## config.mk

```make
export PLATFORM = sky130hd
export DESIGN_NAME = skin_nn_config_ctrl
export DESIGN_NICKNAME = d
export VERILOG_FILES = /design/src/rtl/skin_nn_config_ctrl_pkg.sv /design/src/rtl/skin_nn_config_ctrl_shadow_ram.sv /design/src/rtl/skin_nn_config_ctrl.sv
export SDC_FILE = /design/constraint.sdc
export NUM_CORES = 1
export LEC_CHECK = 0
export ABC_AREA = 1
export BUFFER_PORTS_ARGS = -buffer_cell sky130_fd_sc_hd__buf_2
export CAP_MARGIN = 20
export CORE_MARGIN = 2
export CORE_UTILIZATION = 55
export DETAILED_ROUTE_END_ITERATION = 16
export PLACE_DENSITY_LB_ADDON = 0.2
export SETUP_SLACK_MARGIN = 0.5
export SLEW_MARGIN = 0
export SYNTH_ARGS = -nofsm -noshare
export SYNTH_HDL_FRONTEND = slang
export SYNTH_SLANG_ARGS = --single-unit
```

## constraint.sdc

```tcl
create_clock -name clk -period 3.25 [get_ports clk]
set_input_delay 0.325 -clock clk [delete_from_list [all_inputs] [get_ports clk]]
set_output_delay 0.325 -clock clk [all_outputs]
set_load 0.02 [all_outputs]
```

## src/rtl/skin_nn_config_ctrl_pkg.sv

```systemverilog
// Shared constants and types for the skin-detection NN configuration sequencer.
package skin_nn_config_ctrl_pkg;

   localparam int unsigned WORD_W     = 17;
   localparam int unsigned CFG_DEPTH  = 64;
   localparam int unsigned CFG_ADDR_W = 7;

   // 0.3 in Q4.12
   localparam logic [WORD_W-1:0] CFG_THR_DEFAULT = 17'h004CC;

   typedef logic [WORD_W-1:0] q4_12_t;

   typedef enum logic [2:0] {
      ST_IDLE,
      ST_ARMED,
      ST_PREF,
      ST_LOAD,
      ST_DONE
   } state_t;

   // The threshold register sits directly above the last weight index.
   function automatic int unsigned thr_addr(input int unsigned depth);
      return depth;
   endfunction

endpackage

```

## src/rtl/skin_nn_config_ctrl_shadow_ram.sv

```systemverilog
// Shadow weight store: host write port, synchronous read port for the load sequencer.
module skin_nn_config_ctrl_shadow_ram
   import skin_nn_config_ctrl_pkg::*;
#(
   parameter int unsigned DEPTH = CFG_DEPTH,
   parameter int unsigned AW    = $clog2(CFG_DEPTH)
) (
   input  logic          clk,
   input  logic          rst_n,
   input  logic          i_we,
   input  logic [AW-1:0] i_waddr,
   input  q4_12_t        i_wdata,
   input  logic          i_re,
   input  logic [AW-1:0] i_raddr,
   output q4_12_t        o_rdata
);

   q4_12_t r_mem [DEPTH];
   q4_12_t r_rdata;

   // Array contents are deliberately left unreset.
   always_ff @(posedge clk) begin
      if (i_we) begin
         r_mem[i_waddr] <= i_wdata;
      end
   end

   always_ff @(posedge clk or negedge rst_n) begin
      if (!rst_n) begin
         r_rdata <= '0;
      end else if (i_re) begin
         r_rdata <= r_mem[i_raddr];
      end
   end

   assign o_rdata = r_rdata;

endmodule

```

## src/rtl/skin_nn_config_ctrl.sv

```systemverilog
// Frame-synchronous weight/threshold loader: host fills a shadow copy, commit applies it
// at the next vsync edge while the network is frozen.
module skin_nn_config_ctrl
   import skin_nn_config_ctrl_pkg::*;
#(
   parameter int unsigned       DEPTH        = CFG_DEPTH,
   parameter int unsigned       ADDR_W       = CFG_ADDR_W,
   parameter logic [WORD_W-1:0] THR_DEFAULT  = CFG_THR_DEFAULT,
   parameter bit                VSYNC_ACTIVE = 1'b1
) (
   input  logic              clk,
   input  logic              rst_n,
   input  logic              ce,
   input  logic              vsync_in,
   input  logic              cfg_we,
   input  logic [ADDR_W-1:0] cfg_addr,
   input  logic [WORD_W-1:0] cfg_wdata,
   input  logic              cfg_commit,
   output logic              cfg_ready,
   output logic              wl_valid,
   output logic [ADDR_W-1:0] wl_addr,
   output logic [WORD_W-1:0] wl_data,
   output logic              nn_ce,
   output logic [WORD_W-1:0] threshold,
   output logic              busy,
   output logic              load_done
);

   localparam int unsigned       RAM_AW   = $clog2(DEPTH);
   localparam logic [ADDR_W-1:0] THR_ADDR = ADDR_W'(thr_addr(DEPTH));
   localparam logic [ADDR_W-1:0] LAST_K   = ADDR_W'(DEPTH - 1);

   state_t              r_state;
   logic [ADDR_W-1:0]   r_k;
   q4_12_t              r_thr;
   q4_12_t              r_thr_shadow;
   logic                r_vs_prev;
   logic                r_load_done;

   logic                w_idle;
   logic                w_armed;
   logic                w_vs_act;
   logic                w_vs_rise;
   logic                w_ram_we;
   logic                w_thr_we;
   logic                w_ram_re;
   logic [RAM_AW-1:0]   w_ram_raddr;
   q4_12_t              w_ram_rdata;

   assign w_idle    = (r_state == ST_IDLE);
   assign w_armed   = (r_state == ST_ARMED);
   assign w_vs_act  = (vsync_in == VSYNC_ACTIVE);
   assign w_vs_rise = ce & w_vs_act & ~r_vs_prev;

   // Host port is only open while idle; out-of-range addresses fall through both decodes.
   assign w_ram_we = w_idle & cfg_we & (cfg_addr < THR_ADDR);
   assign w_thr_we = w_idle & cfg_we & (cfg_addr == THR_ADDR);

   // PREF fetches word 0; each LOAD beat prefetches the following word.
   assign w_ram_re    = ce & ((r_state == ST_PREF) | ((r_state == ST_LOAD) & (r_k != LAST_K)));
   assign w_ram_raddr = (r_state == ST_PREF) ? '0 : RAM_AW'(r_k + ADDR_W'(1));

   skin_nn_config_ctrl_shadow_ram #(
      .DEPTH (DEPTH),
      .AW    (RAM_AW)
   ) u_shadow_ram (
      .clk     (clk),
      .rst_n   (rst_n),
      .i_we    (w_ram_we),
      .i_waddr (RAM_AW'(cfg_addr)),
      .i_wdata (cfg_wdata),
      .i_re    (w_ram_re),
      .i_raddr (w_ram_raddr),
      .o_rdata (w_ram_rdata)
   );

   // Edge detector runs in every state so an edge coincident with commit is consumed.
   always_ff @(posedge clk or negedge rst_n) begin
      if (!rst_n) begin
         r_vs_prev <= 1'b0;
      end else if (ce) begin
         r_vs_prev <= w_vs_act;
      end
   end

   always_ff @(posedge clk or negedge rst_n) begin
      if (!rst_n) begin
         r_thr_shadow <= THR_DEFAULT;
      end else if (w_thr_we) begin
         r_thr_shadow <= cfg_wdata;
      end
   end

   always_ff @(posedge clk or negedge rst_n) begin
      if (!rst_n) begin
         r_state     <= ST_IDLE;
         r_k         <= '0;
         r_thr       <= THR_DEFAULT;
         r_load_done <= 1'b0;
      end else begin
         r_load_done <= 1'b0;
         case (r_state)
            ST_IDLE: begin
               if (cfg_commit) begin
                  r_state <= ST_ARMED;
               end
            end
            ST_ARMED: begin
               if (w_vs_rise) begin
                  r_state <= ST_PREF;
               end
            end
            ST_PREF: begin
               if (ce) begin
                  r_state <= ST_LOAD;
                  r_k     <= '0;
               end
            end
            ST_LOAD: begin
               if (ce) begin
                  if (r_k == LAST_K) begin
                     r_state     <= ST_DONE;
                     r_thr       <= r_thr_shadow;
                     r_load_done <= 1'b1;
                  end else begin
                     r_k <= r_k + ADDR_W'(1);
                  end
               end
            end
            ST_DONE: begin
               r_state <= ST_IDLE;
               r_k     <= '0;
            end
            default: begin
               r_state <= ST_IDLE;
            end
         endcase
      end
   end

   assign cfg_ready = w_idle;
   assign busy      = ~w_idle;
   assign nn_ce     = ce & rst_n & (w_idle | w_armed);
   assign wl_valid  = ce & (r_state == ST_LOAD);
   assign wl_addr   = r_k;
   assign wl_data   = w_ram_rdata;
   assign threshold = r_thr;
   assign load_done = r_load_done;

endmodule

```

======== Word-level counts from Yosys, hierarchy flattened ========
Memories as Yosys holds them, arrays and structs flattened. A register that Yosys moved wholly into a read port is not among the register bits.
Cells that the tools add are included.
operators by class
  shifts and indexed selects .............. 0
  reduce and logical (&&, ||, !) cells .... 6
  $add $sub $neg .......................... 1
  multiply operators ...................... 0
  magnitude comparators ................... 1
  eq/ne operators ......................... 13
  bitwise gates (word level) .............. 14
  divide/modulo/power cells ............... 0
  mux-type cells .......................... 16
operators by type and width
  kind                 number
  $mux 7               3
  $pmux 7 s3           1
  $mux 3               5
  $pmux 3 s4           1
  $and 1x1->1          10
  $ne 2x2->1 const B   4
  $add 7x1->7 const B  1
  $eq 7x6->1 const B   1
  $eq 7x7->1 const B   1
  $lt 7x7->1 const B   1
  $ne 7x6->1 const B   1
  $eq 3x2->1 const B   2
  $mux 6               1
  $mux 1               5
  $reduce_and 5->1     1
  $ne 2x1->1 const B   2
  $reduce_and 4->1     1
  $eq 3x1->1 const B   1
  $eq 3x3->1 const B   1
  $logic_not 3->1      1
  $reduce_and 3->1     1
  $reduce_bool 3->1    1
  $not 1->1            2
  $or 1x1->1           2
  $logic_not 1->1      1
word-level totals
  memories ................................ 1
  bits in latches ......................... 0
  input port bits ......................... 30
  logic and storage cells ................. 58
  bits in read-only memories .............. 0
  memory bits (writable) .................. 1088
  bits in registers ....................... 46
memory list
  name                depth  bits a word  rd ports  clocked after memory_dff  wr ports  RTL line                              text
  u_shadow_ram.r_mem  64     17           1         1                         1         skin_nn_config_ctrl_shadow_ram.sv:18  q4_12_t r_mem [DEPTH];

======== Longest topological paths before layout ========
  depth in word-level cells ............... 5
  depth in mapped cells ................... 15
  gate-level depth less buffers ........... 14

======== Cells and area by module ========
A second synthesis with hierarchy kept.
second synthesis, totals
  cell total of the unflattened synthesis .. 3984
  area, all modules ....................... 46797.4 um2
modules (own cells, without submodules)
  module                          instances  cells each  area each (um2)  seq. area each (um2)
  skin_nn_config_ctrl_shadow_ram  1          3718        44617.8          33096.7
  skin_nn_config_ctrl             1          266         2179.6           1163.6

======== Least setup slack after synthesis ========
Ideal clock, no wire load.
  kind .................................... reg-to-reg
  from .................................... register r_state[1]
  to ...................................... memory u_shadow_ram.r_mem[11][0] (netlist bit), enable pin
  setup time .............................. 391 ps
  stages on the path, launching flop included .. 8
  buffers on the path ..................... 0
  arrival ................................. 2469 ps
  clock period less this slack ............ 2859 ps
  path slack .............................. 391 ps
  path through ............................ dfrtp_1 > nor2_1 > inv_1 > nor2_1 > nand2_1 > nor3_1 > nand3_1 > nor2_1
between the ends
  word-level cells in the longest chain between the ends .. 5
RTL lines
  what                          RTL line                              text
  start, declared               skin_nn_config_ctrl.sv:33             state_t r_state;
  start signal, assigned        skin_nn_config_ctrl.sv:96             r_state <= ST_IDLE;
  start signal, assigned        skin_nn_config_ctrl.sv:105            r_state <= ST_ARMED;
  start signal, assigned        skin_nn_config_ctrl.sv:110            r_state <= ST_PREF;
  $logic_not 3->1               skin_nn_config_ctrl.sv:50             assign w_idle = (r_state == ST_IDLE);
  net cfg_ready                 skin_nn_config_ctrl.sv:19             output logic cfg_ready,
  $and 1x1->1 (2 in a row)      skin_nn_config_ctrl.sv:56             assign w_ram_we = w_idle & cfg_we & (cfg_addr < THR_ADDR);
  $mux 1                        skin_nn_config_ctrl_shadow_ram.sv:23  if (i_we) begin
  $mux 1 (implied by the code)  skin_nn_config_ctrl_shadow_ram.sv:24  r_mem[i_waddr] <= i_wdata;
  end, declared                 skin_nn_config_ctrl_shadow_ram.sv:18
The timed path passes the listed nets, and every way through them passes these cells.

======== Final worst setup path ========
  from .................................... register r_state[0]
  to ...................................... register u_shadow_ram.r_rdata[2] (netlist: u_shadow_ram.o_rdata[2]), read port of u_shadow_ram.r_mem
between the ends
  word-level cells in the longest chain between the ends .. 4
  elaborated cells on any way between the ends .. 6
  classes of those cells .................. 2 x eq/ne; 1 x mux; 3 x bitwise
RTL lines
  what           RTL line                              text
  $eq 3x2->1     skin_nn_config_ctrl.sv:60             assign w_ram_re = ce & ((r_state == ST_PREF) | ((r_state == ST_LOAD) & (r_k != LAST_K)));
  $and 1x1->1    skin_nn_config_ctrl.sv:60
  $or 1x1->1     skin_nn_config_ctrl.sv:60
  $and 1x1->1    skin_nn_config_ctrl.sv:60
  end, declared  skin_nn_config_ctrl_shadow_ram.sv:19  q4_12_t r_rdata;
Parallel ways exist; a longest one is shown, timed or not.
A chain may end at the register's enable or synchronous reset.

==> results.ini <==
[status]
status = finished clean

[power_and_ir_drop]
power.density_nw_per_um2 = 801.9
p_leak_nw = 22.28
ir_worst_vdd_mv = 0.6618

[global_routing]
globalRoute.totalOverflow = 0
grt_pass1_wl_um = 205300
grt_use_total_pct = 29.61
grt_max_degree = 124
grt_pass1_vias = 31750
antenna_found_initial = 4

[clock_network]
cts.sinks = 1151
numCtsBuffers = 115
clk_pin_slew_ps = 60
cts_tree = done
root_buffer = clkbuf_16
insertion_delay_ps = 700
h-tree-depth = 3
ctsLongestPathBuffers = 3

[routing]
ant_nets = 0
drt_iter0_drc = 4772
vias = 34460
wire_per_inst_um = 24.18
wirelength_um = 141000
dr.pass1.iters = 6
drc = 0
viasPerCell = 5.908

[final_layout]
postLayoutCellArea_um2 = 56530
fin_nets = 4594
area_delta_synth_final_pct = 13.84
diodes = 0
drive_gt1_share_pct = 12.07

[synthesis]
synth_nets = 4477
synthCells = 4446
synth_commonest_cells = edfxtp_1 (1,088), nand3_1 (973), nand2_1 (589)
synth_seq_cells = 1151
avgSynthCellArea_um2 = 11.17
synth.top_cell.area_share_pct = 65.80
synth_cell_type_count = 34
syn-cell-area_um2 = 49650
async_reset_ff_share_pct = 5.474
synth-seq-area-share_pct = 69.00
synth_top_flop_cell = edfxtp_1
yosysTopAreaCell = edfxtp_1
yosys_warnings = 0
synth.most_common_cell = edfxtp_1
synth_area_leaders = edfxtp_1 (66%), nand3_1 (9.8%), nand3b_1 (4.6%)
synth-edff-count = 1088

[worst_setup_path]
critical_path_arrival_ps = 3220
crit_path_cell_trace = inv_2 > nand3_4 > buf_12 > clkbuf_8 > nand3_1 > nand3_1 > nand3_1 > nand3_1 > nand3_1 > nand3_1 > nand2_1 > nand2_1 > nand2_1
max_stage_delay_ps = 450
path_buf_inv = 3
critical_path.max_fanout = 53
cp.required_ps = 3830
crit_slowest_cell = dfrtp_1
cpMostUsedCell = nand3_1
endpoint_kind = flip-flop
path_delay_family = simple AND/OR/NAND/NOR gates
start_kind = flip-flop
path_class = reg -> reg

[flow_run]
drv_cap = 0

[sta]
fmax_mhz = 378.6
hold_viol_final = 0
slew_violations = 0
skew_ps = 30.99
setup_violations = 0
setup-tns-final_ps = 0
fin_crit_sh_pct = 81.27
rsz0062_at_grt = false
fin_crit_ps = 2641
relSlewSlack_pct = 33.68
tightest_slew_ps = 994.8

[floorplanning]
initial_core_util_pct = 55.33
ios = 76
dieWidth_um = 304.5
core_um2 = 89740
rows = 110
dieArea_um2 = 92700
die_h_um = 304.5

[placed_design]
place_area_um2 = 52200
hpwlAfterDp_um = 80190
io_buffers = 75
gp_congestion = 0.9086

[worst_hold_path]
hp-class = in -> reg

-- registers in the layout, indices dropped and copies added (netlist names) --
| signal | count |
|---|---|
| wl_addr | 7 |
| r_vs_prev | 1 |
| load_done | 1 |
| r_state | 3 |
| u_shadow_ram.r_mem | 1088 |
| threshold | 17 |
| u_shadow_ram.o_rdata | 17 |
| r_thr_shadow | 17 |
-- timing repair --
| item | 4_1_cts | 5_1_grt |
|---|---|---|
| gates cloned | 3 | 8 |
| resized for setup | 8 | 19 |
| pin swaps | 2 | 1 |
| hold buffers | 6 | 0 |
| endpoints found under the setup margin | 14 | 448 |
| buffers inserted | 6 | 1 |
| endpoints found under the hold margin | 29 | 0 |
-- power by group --
| part | switching (mW) | internal [mW] | leakage [nW] |
|---|---|---|---|
| clock network | 5.58 | 7.69 | 1.85 |
| logic | 10.7 | 4.63 | 9.85 |
| registers | 0.312 | 16.4 | 10.6 |
-- path summary, 6_finish.rpt --
| path | start | to | slack [ps] | cells after the start |
|---|---|---|---|---|
| setup / recovery | r_state[0]$_DFFE_PN0P_ | u_shadow_ram.o_rdata[2]$_DFFE_PN0P_ | 610 | 13 |
| min in group asynchronous | rst_n | u_shadow_ram.o_rdata[5]$_DFFE_PN0P_ | 650 | 3 |
| max in group asynchronous | rst_n | wl_addr[0]$_DFFE_PN0P_ | 1910 | 3 |
| hold reg to reg | r_thr_shadow[2]$_DFFE_PN1P_ | threshold[2]$_DFFE_PN1P_ | 470 | 2 |
| setup reg to reg | r_state[0]$_DFFE_PN0P_ | u_shadow_ram.o_rdata[2]$_DFFE_PN0P_ | 610 | 13 |
| hold / removal | cfg_wdata[6] | u_shadow_ram.r_mem[55][6]$_DFFE_PP_ | 80 | 1 |
-- cell usage in the layout (no fill, tap or decap), types with 2 or more instances in the layout --
master and count:
inv_1 481, nand4_1 4, edfxtp_1 1088, bufbuf_16 2
clkinv_2 25, dfstp_2 10, nand3_4 2, o21ai_0 83
clkbuf_1 21, buf_6 2, clkinvlp_4 7, clkbuf_8 6
nand2_4 2, buf_16 8, inv_6 2, nand3b_1 304
nand2_8 2, nor2_1 439, nand2_1 587, o21ai_1 14
nand3_1 968, clkbuf_16 126, clkinv_1 22, a21oi_1 19
inv_2 4, o22ai_1 3, buf_2 75, nand3_2 4
nor2_2 25, buf_4 138, nor2_4 3, clkinv_8 2
or2_2 45, dlygate4sd3_1 6, buf_12 33, mux2_2 18
bufinv_16 12, dfrtp_1 52
-- logic make-up (layout without fill, tap and decap cells) --
family	after synthesis	count (layout)	synth area share (%)
flops	1151	1151	69.00
fa+ha+maj	1	1	0.02520
mux	18	18	0.4082
simple gates	2388	2389	23.14
buf+inv	765	975	6.149
xor+xnor	1	1	0.01764
compound gates	122	122	1.255
-- per-stage QoR --
step           worst slack [ps]  util [%]  power (mW)  cells  hold slack, ps
6_report                  608.9     62.99       45.33   5833           79.55
5_1_grt                   500.7     62.99       47.20   5833           88.48
4_1_cts                   541.4     62.65       44.66   5824           53.79
3_5_place_dp              274.2     58.17       31.22   5598           451.5
3_3_place_gp              321.4     58.17       31.09   5598           448.5
2_1_floorplan             390.9         -       25.95   4446           29.41
-- layout make-up --
type / count / area [um^2]
tap: 1176 / 1471
sequential: 1151 / 34260
clock inverter: 67 / 676.9
clock buffer: 144 / 3100
timing repair buffer: 273 / 2654
fill: 6857 / 33210
inverter: 491 / 1854
multi-input combinational: 2531 / 12510
-- metal layers --
metal / GRT usage [%] / wire length [um] / vias up
met5: 0 / 0 / -
met2: 45.70 / 64870 / 1811
met3: 5.299 / 14530 / 246
li1: - / - / 15510
met4: 9.049 / 4112 / 0
met1: 43.23 / 57530 / 16890
(Power assumes the default switching activity.)
